**src/rtl/cpu_control_unit_if.sv**
```systemverilog
// Bundle between the control unit and its neighbours: fetched instruction and live ALU flags in,
// decoded fields, datapath controls, architectural flags and status out.
interface cpu_control_unit_if #(
  parameter int RET_W = 32
);
  logic [31:0]      Instr;
  logic             negative;
  logic             zero;
  logic             overflow;
  logic             carry_out;
  logic [4:0]       Rn;
  logic [4:0]       Rm;
  logic [4:0]       Rd;
  logic [5:0]       Shamt;
  logic [11:0]      Imm12;
  logic [8:0]       Imm9;
  logic [25:0]      Imm26;
  logic [18:0]      Imm19;
  logic             RegWrite;
  logic             ShiftControl;
  logic             Reg2Loc;
  logic             LDUR_STUR;
  logic             ALUsrc;
  logic             MemRead;
  logic             MemWrite;
  logic             MemToReg;
  logic             UncondiBr;
  logic             Brtaken;
  logic [2:0]       ALUControl;
  logic [3:0]       xfer_size;
  logic [3:0]       flags_q;
  logic             halted;
  logic [RET_W-1:0] retired;

  modport master (
    input  Instr, negative, zero, overflow, carry_out,
    output Rn, Rm, Rd, Shamt, Imm12, Imm9, Imm26, Imm19,
           RegWrite, ShiftControl, Reg2Loc, LDUR_STUR, ALUsrc, MemRead, MemWrite, MemToReg,
           UncondiBr, Brtaken, ALUControl, xfer_size, flags_q, halted, retired
  );

  modport slave (
    output Instr, negative, zero, overflow, carry_out,
    input  Rn, Rm, Rd, Shamt, Imm12, Imm9, Imm26, Imm19,
           RegWrite, ShiftControl, Reg2Loc, LDUR_STUR, ALUsrc, MemRead, MemWrite, MemToReg,
           UncondiBr, Brtaken, ALUControl, xfer_size, flags_q, halted, retired
  );
endinterface

```
**src/rtl/cpu_control_unit.sv**
```systemverilog
// LEGv8 decoder/sequencer: combinational decode of the current instruction, NZVC flag register,
// retired-instruction counter, and a RUN/HALT FSM that freezes the PC on an illegal opcode.
module cpu_control_unit #(
  parameter int RET_W = 32
) (
  input  logic              clk,
  input  logic              reset,
  cpu_control_unit_if.master bus
);

  typedef enum logic {RUN, HALT} state_e;

  state_e           state_q;
  logic             halted_q;
  logic [3:0]       flags_q;
  logic [RET_W-1:0] retired_q;

  logic [31:0] instr;
  logic [10:0] op11;
  logic is_addi, is_adds, is_subs, is_and, is_eor, is_lsr;
  logic is_ldur, is_stur, is_b, is_blt, is_cbz, legal, run_legal;

  assign instr   = bus.Instr;
  assign op11    = instr[31:21];
  assign is_addi = (instr[31:22] == 10'b1001000100);
  assign is_adds = (op11 == 11'b10101011000);
  assign is_subs = (op11 == 11'b11101011000);
  assign is_and  = (op11 == 11'b10001010000);
  assign is_eor  = (op11 == 11'b11001010000);
  assign is_lsr  = (op11 == 11'b11010011010);
  assign is_ldur = (op11 == 11'b11111000010);
  assign is_stur = (op11 == 11'b11111000000);
  assign is_b    = (instr[31:26] == 6'b000101);
  // Only the LT condition is implemented; any other B.cond is treated as illegal.
  assign is_blt  = (instr[31:24] == 8'b01010100) && (instr[4:0] == 5'b01011);
  assign is_cbz  = (instr[31:24] == 8'b10110100);
  assign legal   = is_addi | is_adds | is_subs | is_and | is_eor | is_lsr |
                   is_ldur | is_stur | is_b | is_blt | is_cbz;
  assign run_legal = (state_q == RUN) && legal;

  logic       reg_write, shift_ctl, reg2loc, ldur_stur, alu_src;
  logic       mem_read, mem_write, mem_to_reg, uncond_br, br_taken;
  logic [2:0] alu_ctl;
  logic [3:0] xfer;
  logic [25:0] imm26;

  always_comb begin
    reg_write  = 1'b0;
    shift_ctl  = 1'b0;
    reg2loc    = 1'b0;
    ldur_stur  = 1'b0;
    alu_src    = 1'b0;
    mem_read   = 1'b0;
    mem_write  = 1'b0;
    mem_to_reg = 1'b0;
    uncond_br  = 1'b0;
    br_taken   = 1'b0;
    alu_ctl    = 3'b000;
    xfer       = 4'b0000;
    imm26      = instr[25:0];
    if (!run_legal) begin
      // Branch-to-self with zero offset keeps the PC parked on the offending word.
      uncond_br = 1'b1;
      br_taken  = 1'b1;
      imm26     = '0;
    end else if (is_addi) begin
      reg_write = 1'b1;
      alu_src   = 1'b1;
      alu_ctl   = 3'b010;
    end else if (is_adds || is_subs) begin
      reg_write = 1'b1;
      reg2loc   = 1'b1;
      alu_ctl   = is_adds ? 3'b010 : 3'b011;
    end else if (is_and || is_eor) begin
      reg_write = 1'b1;
      reg2loc   = 1'b1;
      alu_ctl   = is_and ? 3'b100 : 3'b110;
    end else if (is_lsr) begin
      reg_write = 1'b1;
      shift_ctl = 1'b1;
    end else if (is_ldur || is_stur) begin
      reg_write  = is_ldur;
      mem_read   = is_ldur;
      mem_to_reg = is_ldur;
      mem_write  = is_stur;
      alu_src    = 1'b1;
      ldur_stur  = 1'b1;
      alu_ctl    = 3'b010;
      xfer       = 4'b1000;
    end else if (is_b) begin
      uncond_br = 1'b1;
      br_taken  = 1'b1;
    end else if (is_blt) begin
      br_taken = flags_q[3] ^ flags_q[1];
    end else if (is_cbz) begin
      br_taken = bus.zero;
    end
    if (reset) begin
      reg_write = 1'b0;
      mem_read  = 1'b0;
      mem_write = 1'b0;
    end
  end

  always_ff @(posedge clk) begin
    if (reset) begin
      state_q   <= RUN;
      halted_q  <= 1'b0;
      flags_q   <= 4'b0000;
      retired_q <= '0;
    end else begin
      case (state_q)
        RUN: begin
          if (!legal) begin
            state_q  <= HALT;
            halted_q <= 1'b1;
          end else begin
            retired_q <= retired_q + 1'b1;
            if (is_adds || is_subs)
              flags_q <= {bus.negative, bus.zero, bus.overflow, bus.carry_out};
          end
        end
        default: begin
          state_q  <= HALT;
          halted_q <= 1'b1;
        end
      endcase
    end
  end

  assign bus.Rn           = instr[9:5];
  assign bus.Rm           = instr[20:16];
  assign bus.Rd           = instr[4:0];
  assign bus.Shamt        = instr[15:10];
  assign bus.Imm12        = instr[21:10];
  assign bus.Imm9         = instr[20:12];
  assign bus.Imm19        = instr[23:5];
  assign bus.Imm26        = imm26;
  assign bus.RegWrite     = reg_write;
  assign bus.ShiftControl = shift_ctl;
  assign bus.Reg2Loc      = reg2loc;
  assign bus.LDUR_STUR    = ldur_stur;
  assign bus.ALUsrc       = alu_src;
  assign bus.MemRead      = mem_read;
  assign bus.MemWrite     = mem_write;
  assign bus.MemToReg     = mem_to_reg;
  assign bus.UncondiBr    = uncond_br;
  assign bus.Brtaken      = br_taken;
  assign bus.ALUControl   = alu_ctl;
  assign bus.xfer_size    = xfer;
  assign bus.flags_q      = flags_q;
  assign bus.halted       = halted_q;
  assign bus.retired      = retired_q;

endmodule

```
**src/flat_wrapper.sv**
```systemverilog
// flat-port wrapper written by rule: the top's interface ports become plain ports
module cpu_control_unit_flat 
#(
  parameter int RET_W = 32
)
  (clk, reset, bus_Instr, bus_negative, bus_zero, bus_overflow, bus_carry_out, bus_Rn, bus_Rm, bus_Rd, bus_Shamt, bus_Imm12, bus_Imm9, bus_Imm26, bus_Imm19, bus_RegWrite, bus_ShiftControl, bus_Reg2Loc, bus_LDUR_STUR, bus_ALUsrc, bus_MemRead, bus_MemWrite, bus_MemToReg, bus_UncondiBr, bus_Brtaken, bus_ALUControl, bus_xfer_size, bus_flags_q, bus_halted, bus_retired);
  cpu_control_unit_if #(.RET_W(RET_W)) bus_i ();
  input  logic clk;
  input  logic reset;
  input wire logic [$bits(bus_i.Instr)-1:0] bus_Instr;
  input wire logic [$bits(bus_i.negative)-1:0] bus_negative;
  input wire logic [$bits(bus_i.zero)-1:0] bus_zero;
  input wire logic [$bits(bus_i.overflow)-1:0] bus_overflow;
  input wire logic [$bits(bus_i.carry_out)-1:0] bus_carry_out;
  output wire logic [$bits(bus_i.Rn)-1:0] bus_Rn;
  output wire logic [$bits(bus_i.Rm)-1:0] bus_Rm;
  output wire logic [$bits(bus_i.Rd)-1:0] bus_Rd;
  output wire logic [$bits(bus_i.Shamt)-1:0] bus_Shamt;
  output wire logic [$bits(bus_i.Imm12)-1:0] bus_Imm12;
  output wire logic [$bits(bus_i.Imm9)-1:0] bus_Imm9;
  output wire logic [$bits(bus_i.Imm26)-1:0] bus_Imm26;
  output wire logic [$bits(bus_i.Imm19)-1:0] bus_Imm19;
  output wire logic [$bits(bus_i.RegWrite)-1:0] bus_RegWrite;
  output wire logic [$bits(bus_i.ShiftControl)-1:0] bus_ShiftControl;
  output wire logic [$bits(bus_i.Reg2Loc)-1:0] bus_Reg2Loc;
  output wire logic [$bits(bus_i.LDUR_STUR)-1:0] bus_LDUR_STUR;
  output wire logic [$bits(bus_i.ALUsrc)-1:0] bus_ALUsrc;
  output wire logic [$bits(bus_i.MemRead)-1:0] bus_MemRead;
  output wire logic [$bits(bus_i.MemWrite)-1:0] bus_MemWrite;
  output wire logic [$bits(bus_i.MemToReg)-1:0] bus_MemToReg;
  output wire logic [$bits(bus_i.UncondiBr)-1:0] bus_UncondiBr;
  output wire logic [$bits(bus_i.Brtaken)-1:0] bus_Brtaken;
  output wire logic [$bits(bus_i.ALUControl)-1:0] bus_ALUControl;
  output wire logic [$bits(bus_i.xfer_size)-1:0] bus_xfer_size;
  output wire logic [$bits(bus_i.flags_q)-1:0] bus_flags_q;
  output wire logic [$bits(bus_i.halted)-1:0] bus_halted;
  output wire logic [$bits(bus_i.retired)-1:0] bus_retired;
  assign bus_i.Instr = bus_Instr;
  assign bus_i.negative = bus_negative;
  assign bus_i.zero = bus_zero;
  assign bus_i.overflow = bus_overflow;
  assign bus_i.carry_out = bus_carry_out;
  assign bus_Rn = bus_i.Rn;
  assign bus_Rm = bus_i.Rm;
  assign bus_Rd = bus_i.Rd;
  assign bus_Shamt = bus_i.Shamt;
  assign bus_Imm12 = bus_i.Imm12;
  assign bus_Imm9 = bus_i.Imm9;
  assign bus_Imm26 = bus_i.Imm26;
  assign bus_Imm19 = bus_i.Imm19;
  assign bus_RegWrite = bus_i.RegWrite;
  assign bus_ShiftControl = bus_i.ShiftControl;
  assign bus_Reg2Loc = bus_i.Reg2Loc;
  assign bus_LDUR_STUR = bus_i.LDUR_STUR;
  assign bus_ALUsrc = bus_i.ALUsrc;
  assign bus_MemRead = bus_i.MemRead;
  assign bus_MemWrite = bus_i.MemWrite;
  assign bus_MemToReg = bus_i.MemToReg;
  assign bus_UncondiBr = bus_i.UncondiBr;
  assign bus_Brtaken = bus_i.Brtaken;
  assign bus_ALUControl = bus_i.ALUControl;
  assign bus_xfer_size = bus_i.xfer_size;
  assign bus_flags_q = bus_i.flags_q;
  assign bus_halted = bus_i.halted;
  assign bus_retired = bus_i.retired;
  cpu_control_unit #(.RET_W(RET_W)) u_core (.clk(clk), .reset(reset), .bus(bus_i));
endmodule
```
**config.mk**
```make
export PLATFORM = sky130hd
export DESIGN_NAME = cpu_control_unit_flat
export DESIGN_NICKNAME = d
export VERILOG_FILES = /design/src/rtl/cpu_control_unit_if.sv /design/src/rtl/cpu_control_unit.sv /design/src/flat_wrapper.sv
export SDC_FILE = /design/constraint.sdc
export NUM_CORES = 1
export LEC_CHECK = 0
export BUFFER_PORTS_ARGS = -buffer_cell sky130_fd_sc_hd__buf_2
export CELL_PAD_IN_SITES_DETAIL_PLACEMENT = 0
export CELL_PAD_IN_SITES_GLOBAL_PLACEMENT = 1
export CORE_ASPECT_RATIO = 1.75
export CORE_MARGIN = 5
export CORE_UTILIZATION = 31
export DETAILED_ROUTE_END_ITERATION = 10
export GPL_ROUTABILITY_DRIVEN = 0
export PLACE_DENSITY_LB_ADDON = 0.08
export SKIP_CTS_REPAIR_TIMING = 1
export SLEW_MARGIN = 0
export SYNTH_ARGS = -nofsm -noshare
export SYNTH_HDL_FRONTEND = slang
export SYNTH_SLANG_ARGS = --single-unit
```
**constraint.sdc**
```tcl
create_clock -name clk -period 2.6 [get_ports clk]
set_input_delay 0.26 -clock clk [delete_from_list [all_inputs] [get_ports clk]]
set_output_delay 0.26 -clock clk [all_outputs]
set_load 0.1 [all_outputs]
```
==> metrics.md, run 1 <==
| Metric | Value |
|---|---|
| Most common cell after layout, fill and taps aside | buf_2 |
| CTS tree | done |
| Critical Path Most Common Cell | buf_12 |
| FF-to-FF setup slack | 0.51 ns |
| Crit Path Class | input pin to primary output |
| Warning count from the yosys run | 0 |
| Vias in the first global route | approximately 3,200 |
| Register area | 786 um^2 |
| Area growth syn-to-layout | 50.4% |
| Worst Path Required | about 2.3 ns |
| Worst VDD drop | ~0.37 mV |
| Initial Util | 31.6% |
| WHS Endpoint | u_core.bus.flags_q[0] |
| Post-Synthesis Cells | 404 |
| Buffers on Ports | 175 |
| DP HPWL | about 8700 um |
| CTS clk-pin slew, worst paths | about 0.06 ns |
| Via density | approximately 4.9 |
| DP Area | approximately 4700 um^2 |
| Final Setup Violations | 0 |
| Power Density | ~370 nW/um^2 |
| Sequential share of the synthesized area | 23.5% |
| Vias after detailed routing | 3,222 |
| R2R Path End | u_core.bus.retired[11] |
| CP max-delay cell | or4_4 |
| Die height | 145 um |
| Initial DRC count | 93 |
| Number of I/O pins | approximately 180 |
| Dpl ws | -0.0144 ns |
| Outcome | completed |
| Core ar. | about 10,000 um^2 |
| Worst Hold Class | input pin to register |
| Highest clock rate | between 300 and 400 MHz |
| CP arrival | 2.27 ns |
| Commonest non-fill, non-tap cells in the layout | buf_2, nor2_1, buf_12 |
| Final Cell Area | 4860 um^2 |
| Final Net Count | roughly 580 |
| Final min period | about 2.5 ns |
| CTS Buf Count | 5 |
| Worst Setup Slack, final | between 0.06 and 0.07 ns |
| CTS H-Tree Depth | 2 |
| Crit-path max cell delay | 0.50 ns |
| Die Footprint | 12,700 um^2 |
| Sequence of cells on the critical path | buf_2 -> or3_1 -> or4_4 -> o211a_4 -> a21oi_4 -> buf_12 -> a21boi_2 -> buf_12 |
| Filler cells | between 1,000 and 1,500 |
| Worst r2r path cells | 4 |
| CTS root buffer | clkbuf_16 |
| Yosys top cell area share | a little under a quarter |
| DR DRC count | 0 |
| Crit end category | primary output |
| Number of enable flip-flop cells after synthesis | 0 |
| DIE WIDTH | approximately 87 um |
| Gr usage total | ~16% |
| Post-route ant nets | 0 |
| First-pass GRT wire length | approximately 17,000 um |
| Skew final | about 0.0028 ns |
| Area occupied by multi-input gates | just over 2000 um^2 |
| DR pass1 iterations | 4 |
| Largest net degree at the start of global routing | 39 |
| Skew-Pair Late Insertion Delay | 0.28 ns |
| Cell variety after synth | 46 |
| Slew @ Worst Pin | between 0.7 and 0.8 ns |
| Initial antenna violation count | 0 |
| Fin Setup TNS | 0 ns |
| Gr ovfl total | 0 |
| Share of cells above drive strength 1 | between 60% and 70% |
| Largest cells by area after synthesis | dfxtp_1, buf_4, mux2_2 |
| Post-synth top area cell | dfxtp_1 |
| Overall power | ~1800 uW |
| Worst Min Path Start | bus_carry_out |
| Leakage | roughly 0.0021 uW |
| Mapped Area | about 3200 um^2 |
| Crit Reg-Reg Startpoint | u_core.bus.retired[2] |
| Hold Violations, Final | 0 |
| #FFs+latches synth | 38 |
| Max_cap viols | 0 |
| Ant diodes | 0 |
| Fin crit share | slightly below 100% |
| RSZ-0062 raised after global routing | false |
| Worst Path Max Fanout | 15 |
| Synth Flop Type | dfxtp_1 |
| Hold_ws | 0.214 ns |
| Drt wl/cell | about 16 um |
| Hold Crit Depth | 3 |
| Synth Area per Inst | around 8 um^2 |
| WL final | roughly 11,000 um |
| Fraction of registers with async set/reset | 0% |
| Clock Tree Buf Depth | 2 |
| Std cell rows | 49 |
| Slew margin rel. | 48.1% |
| Slew Viols, Final | 0 |
| Setup crit start kind | input pin |
| Clock Sinks | 38 |
[routing by layer]
layer | global-route usage [%] | wire (um) | share of wire (%) | vias up
met5 | 0 | 0 | 0 | -
met4 | 5.15 | 163 | 1.5 | 0
met3 | 2.27 | 740 | 7.0 | 9
met2 | 32.6 | 6020 | 57 | 117
met1 | 16.7 | 3670 | 35 | 1506
li1 | - | - | - | 1590
[critical path, delay by kind of cell]
family | cells | cell delay [ns]
compound gates | 3 | 0.64
buf+inv | 3 | 0.47
simple gates | 2 | 0.89
[synthesized netlist by cell type, types with 5 or more instances]
library cell and instances:
a21oi_1 15, nor2_1 51, nor3b_1 5, a211oi_1 9, buf_4 67, nand4_1 10
nand2b_1 5, nand2_1 16, nand3_1 15, and2_1 30, inv_1 7, a2111oi_2 8
nor2b_1 31, mux2i_1 5, clkbuf_1 17, mux2_2 31, dfxtp_1 38
[stage by stage]
stage                     instances  utilization, %
after global placement          652            45.5
after global routing            662            47.5
after CTS                       658            46.9
final                           662            47.5
after detailed placement        652            45.5
after floorplan                 406               -
[worst max path at each step]
stage / startpoint / end / slack [ns] / cells after the start
after floorplan: bus_Instr[23] / bus_MemRead / -0.38 / 5
after global placement: bus_Instr[27] / u_core.bus.retired[16] / 0.02 / 7
after detailed placement: bus_Instr[27] / u_core.bus.retired[5] / -0.01 / 7
after CTS: bus_Instr[27] / bus_ALUsrc / 0.01 / 8
after global routing: bus_Instr[24] / bus_Brtaken / 0.0004 / 8
final: bus_Instr[23] / bus_ALUsrc / 0.07 / 8
[registers in the layout (all words and copies together) (netlist names)]
register / count
u_core.bus.retired: 32
u_core.bus.halted: 1
u_core.state_q: 1
u_core.bus.flags_q: 4
[kinds of logic after synthesis]
kind of cell               count (synthesis)  synth area share (%)
and+or+nand+nor                          193                  33.1
buffers and inverters                     92                  18.7
AOI/OAI and AO/OA                         42                  11.5
DFF                                       38                  23.5
muxes                                     36                  12.3
adders and majority gates                  1                 0.387
other                                      1                 0.116
xor gates and xnor gates                   1                 0.271
[report_power, final]
part	leakage [uW]	internal, uW	switching (uW)
Combinational	0.00171	100	513
Sequential	0.000317	584	5.90
Clock	0.0000688	371	233
[final cells by class]
cell class                 instances  share of cell area (%)
multi-input combinational        276                    41.9
timing repair buffer             208                    35.2
sequential                        38                    16.2
tap                              127                    3.27
clock buffer                       6                    2.86
inverter                           7                   0.540
(Power assumes the default switching activity.)
==> run 2, diff against run 1 <==
- CORE_UTILIZATION: 31 -> 28
- REMOVE_ABC_BUFFERS: default -> 1
- clock period: 2.6 -> 2.3 ns (I/O delays scaled with it)
==> metrics.md, run 2 (same netlist as run 1, synthesis figures left out) <==
| Metric | Value |
|---|---|
| Initial DRC count | 60 |
| Reg power frac | between 30% and 40% |
| Core ar. | 11,500 um^2 |
| DIE WIDTH | 91.2 um |
| CTS root buffer | clkbuf_16 |
| Setup crit start kind | input pin |
| CTS H-Tree Depth | 2 |
| Final Net Count | around 610 |
| Fin crit share | 105% |
| Skew final | 0.00362 ns |
| Worst Setup SP | bus_Instr[21] |
| Crit end category | primary output |
| Gr usage total | ~15% |
| Skew-Pair Late Insertion Delay | ~0.28 ns |
| Dpl ws | -0.344 ns |
| Share of cells above drive strength 1 | ~58% |
| Final Setup Violations | 32 |
| Worst Path Buf+Inv | 4 |
| Crit Reg-Reg Startpoint | u_core.bus.retired[19] |
| First-pass GRT wire length | 17,700 um |
| CTS Buf Count | 5 |
| Vias in the first global route | about 3,400 |
| Most common cell after layout, fill and taps aside | buf_2 |
| Drt wl/cell | between 15 and 20 um |
| Critical Path Most Common Cell | buf_12 |
| Commonest non-fill, non-tap cells in the layout | buf_2, buf_4, nor2_1 |
| Worst Hold Class | input pin to register |
| Gr ovfl total | 0 |
| Die Footprint | roughly 14,000 um^2 |
| Area occupied by multi-input gates | 2140 um^2 |
| CTS tree | done |
| Sw power | ~860 uW |
| Violated checks | negative setup slack |
| Outcome | finished with violations |
| Power Internal | approximately 1200 uW |
| Clock Tree Buf Depth | 2 |
| Ant diodes | 0 |
| Register area | 761 um^2 |
| Crit Path Class | input pin to primary output |
| Worst Path Max Fanout | 7 |
| CP arrival | between 2 and 2.5 ns |
| Worst Setup Slack, final | -0.112 ns |
| Vias after detailed routing | 3,340 |
| Max_cap viols | 0 |
| Proportion of power drawn by the clock network | between 30% and 40% |
| DR pass1 iterations | 3 |
| Filler cells | 1,150 |
| DP Area | between 4000 and 5000 um^2 |
| Via density | 4.75 |
| Hold Violations, Final | 0 |
| Comb pwr share | 34.8% |
| Sequence of cells on the critical path | buf_8 -> or3_1 -> or4_4 -> o211a_4 -> a21oi_4 -> buf_12 -> a21boi_0 -> buf_4 -> buf_12 |
| Largest net degree at the start of global routing | 32 |
| CP max-delay cell | or4_4 |
| Leakage | approximately 0.0023 uW |
| Worst Min Path Start | bus_overflow |
| Switching share of power | approximately two fifths |
| Slew @ Worst Pin | about 0.55 ns |
| CTS clk-pin slew, worst paths | 0.06 ns |
| Power Density | roughly 400 nW/um^2 |
| Highest clock rate | just over 400 MHz |
| Area growth syn-to-layout | 62.5% |
| Overall power | 2080 uW |
| DP HPWL | between 9000 and 10,000 um |
| WL final | roughly 11,000 um |
| Clock Sinks | 38 |
| CP top delay family | simple AND/OR/NAND/NOR gates |
| Crit-path max cell delay | 0.55 ns |
| RSZ-0062 raised after global routing | true |
| Worst Path Required | 2.07 ns |
| Initial antenna violation count | 0 |
| Std cell rows | between 50 and 60 |
| Max reg flops | 32 |
| Slew Viols, Final | 0 |
| Buffers on Ports | about 180 |
| Worst VDD drop | between 0.4 and 0.5 mV |
| DR DRC count | 0 |
| Initial Util | 28.2% |
| Final min period | between 2 and 2.5 ns |
| Die height | roughly 150 um |
| Final Cell Area | around 5300 um^2 |
| Post-route ant nets | 0 |
| Number of I/O pins | 179 |
| Slew margin rel. | around 64% |
-- run 2: layout make-up --
| class | instances | share of cell area [%] |
|---|---|---|
| Timing Repair Buffer | 239 | 38.2 |
| Multi-Input combinational cell | 276 | 40.8 |
| Clock buffer | 7 | 2.71 |
| Clock inverter | 1 | 0.0953 |
| Sequential cell | 38 | 14.5 |
| Tap cell | 135 | 3.22 |
| Inverter | 7 | 0.500 |
-- run 2: tightest hold or removal path, cell delays in order --
cell and delay, ns:
buf_2 0.07, mux2i_1 0.05, nor2_1 0.07
-- run 2: final timing paths --
check	end	slack, ns	cells after the start
setup / recovery	bus_Reg2Loc	-0.11	9
hold / removal	u_core.bus.flags_q[1]	0.19	3
setup reg to reg	u_core.bus.retired[26]	0.15	6
hold reg to reg	u_core.bus.halted	0.44	2
-- run 2: layer usage --
| layer | vias to the layer above | GRT usage [%] | wire length, um |
|---|---|---|---|
| li1 | 1653 | - | - |
| met1 | 1534 | 16.4 | 4180 |
| met2 | 135 | 28.9 | 6050 |
| met3 | 18 | 3.46 | 790 |
| met4 | 0 | 5.38 | 295 |
| met5 | - | 0 | 0 |
-- run 2: metrics by stage --
stage / TNS [ns] / hold slack (ns) / instances / util [%]
6_report: -1.82 / 0.186 / 703 / 45.9
5_1_grt: -3.86 / 0.204 / 703 / 45.9
4_1_cts: -9.26 / 0.185 / 699 / 42.9
3_5_place_dp: -12.62 / 0.440 / 691 / 41.6
3_3_place_gp: -11.53 / 0.431 / 691 / 41.6
2_1_floorplan: -141.33 / 0.299 / 321 / -
-- run 2: power by group through the flow --
stage	Clock [uW]	Combinational (uW)	Sequential [uW]
6_report	693	724	665
5_1_grt	757	750	665
4_1_cts	724	706	664
3_5_place_dp	0	705	679
3_3_place_gp	0	704	679
2_1_floorplan	0	81.0	691
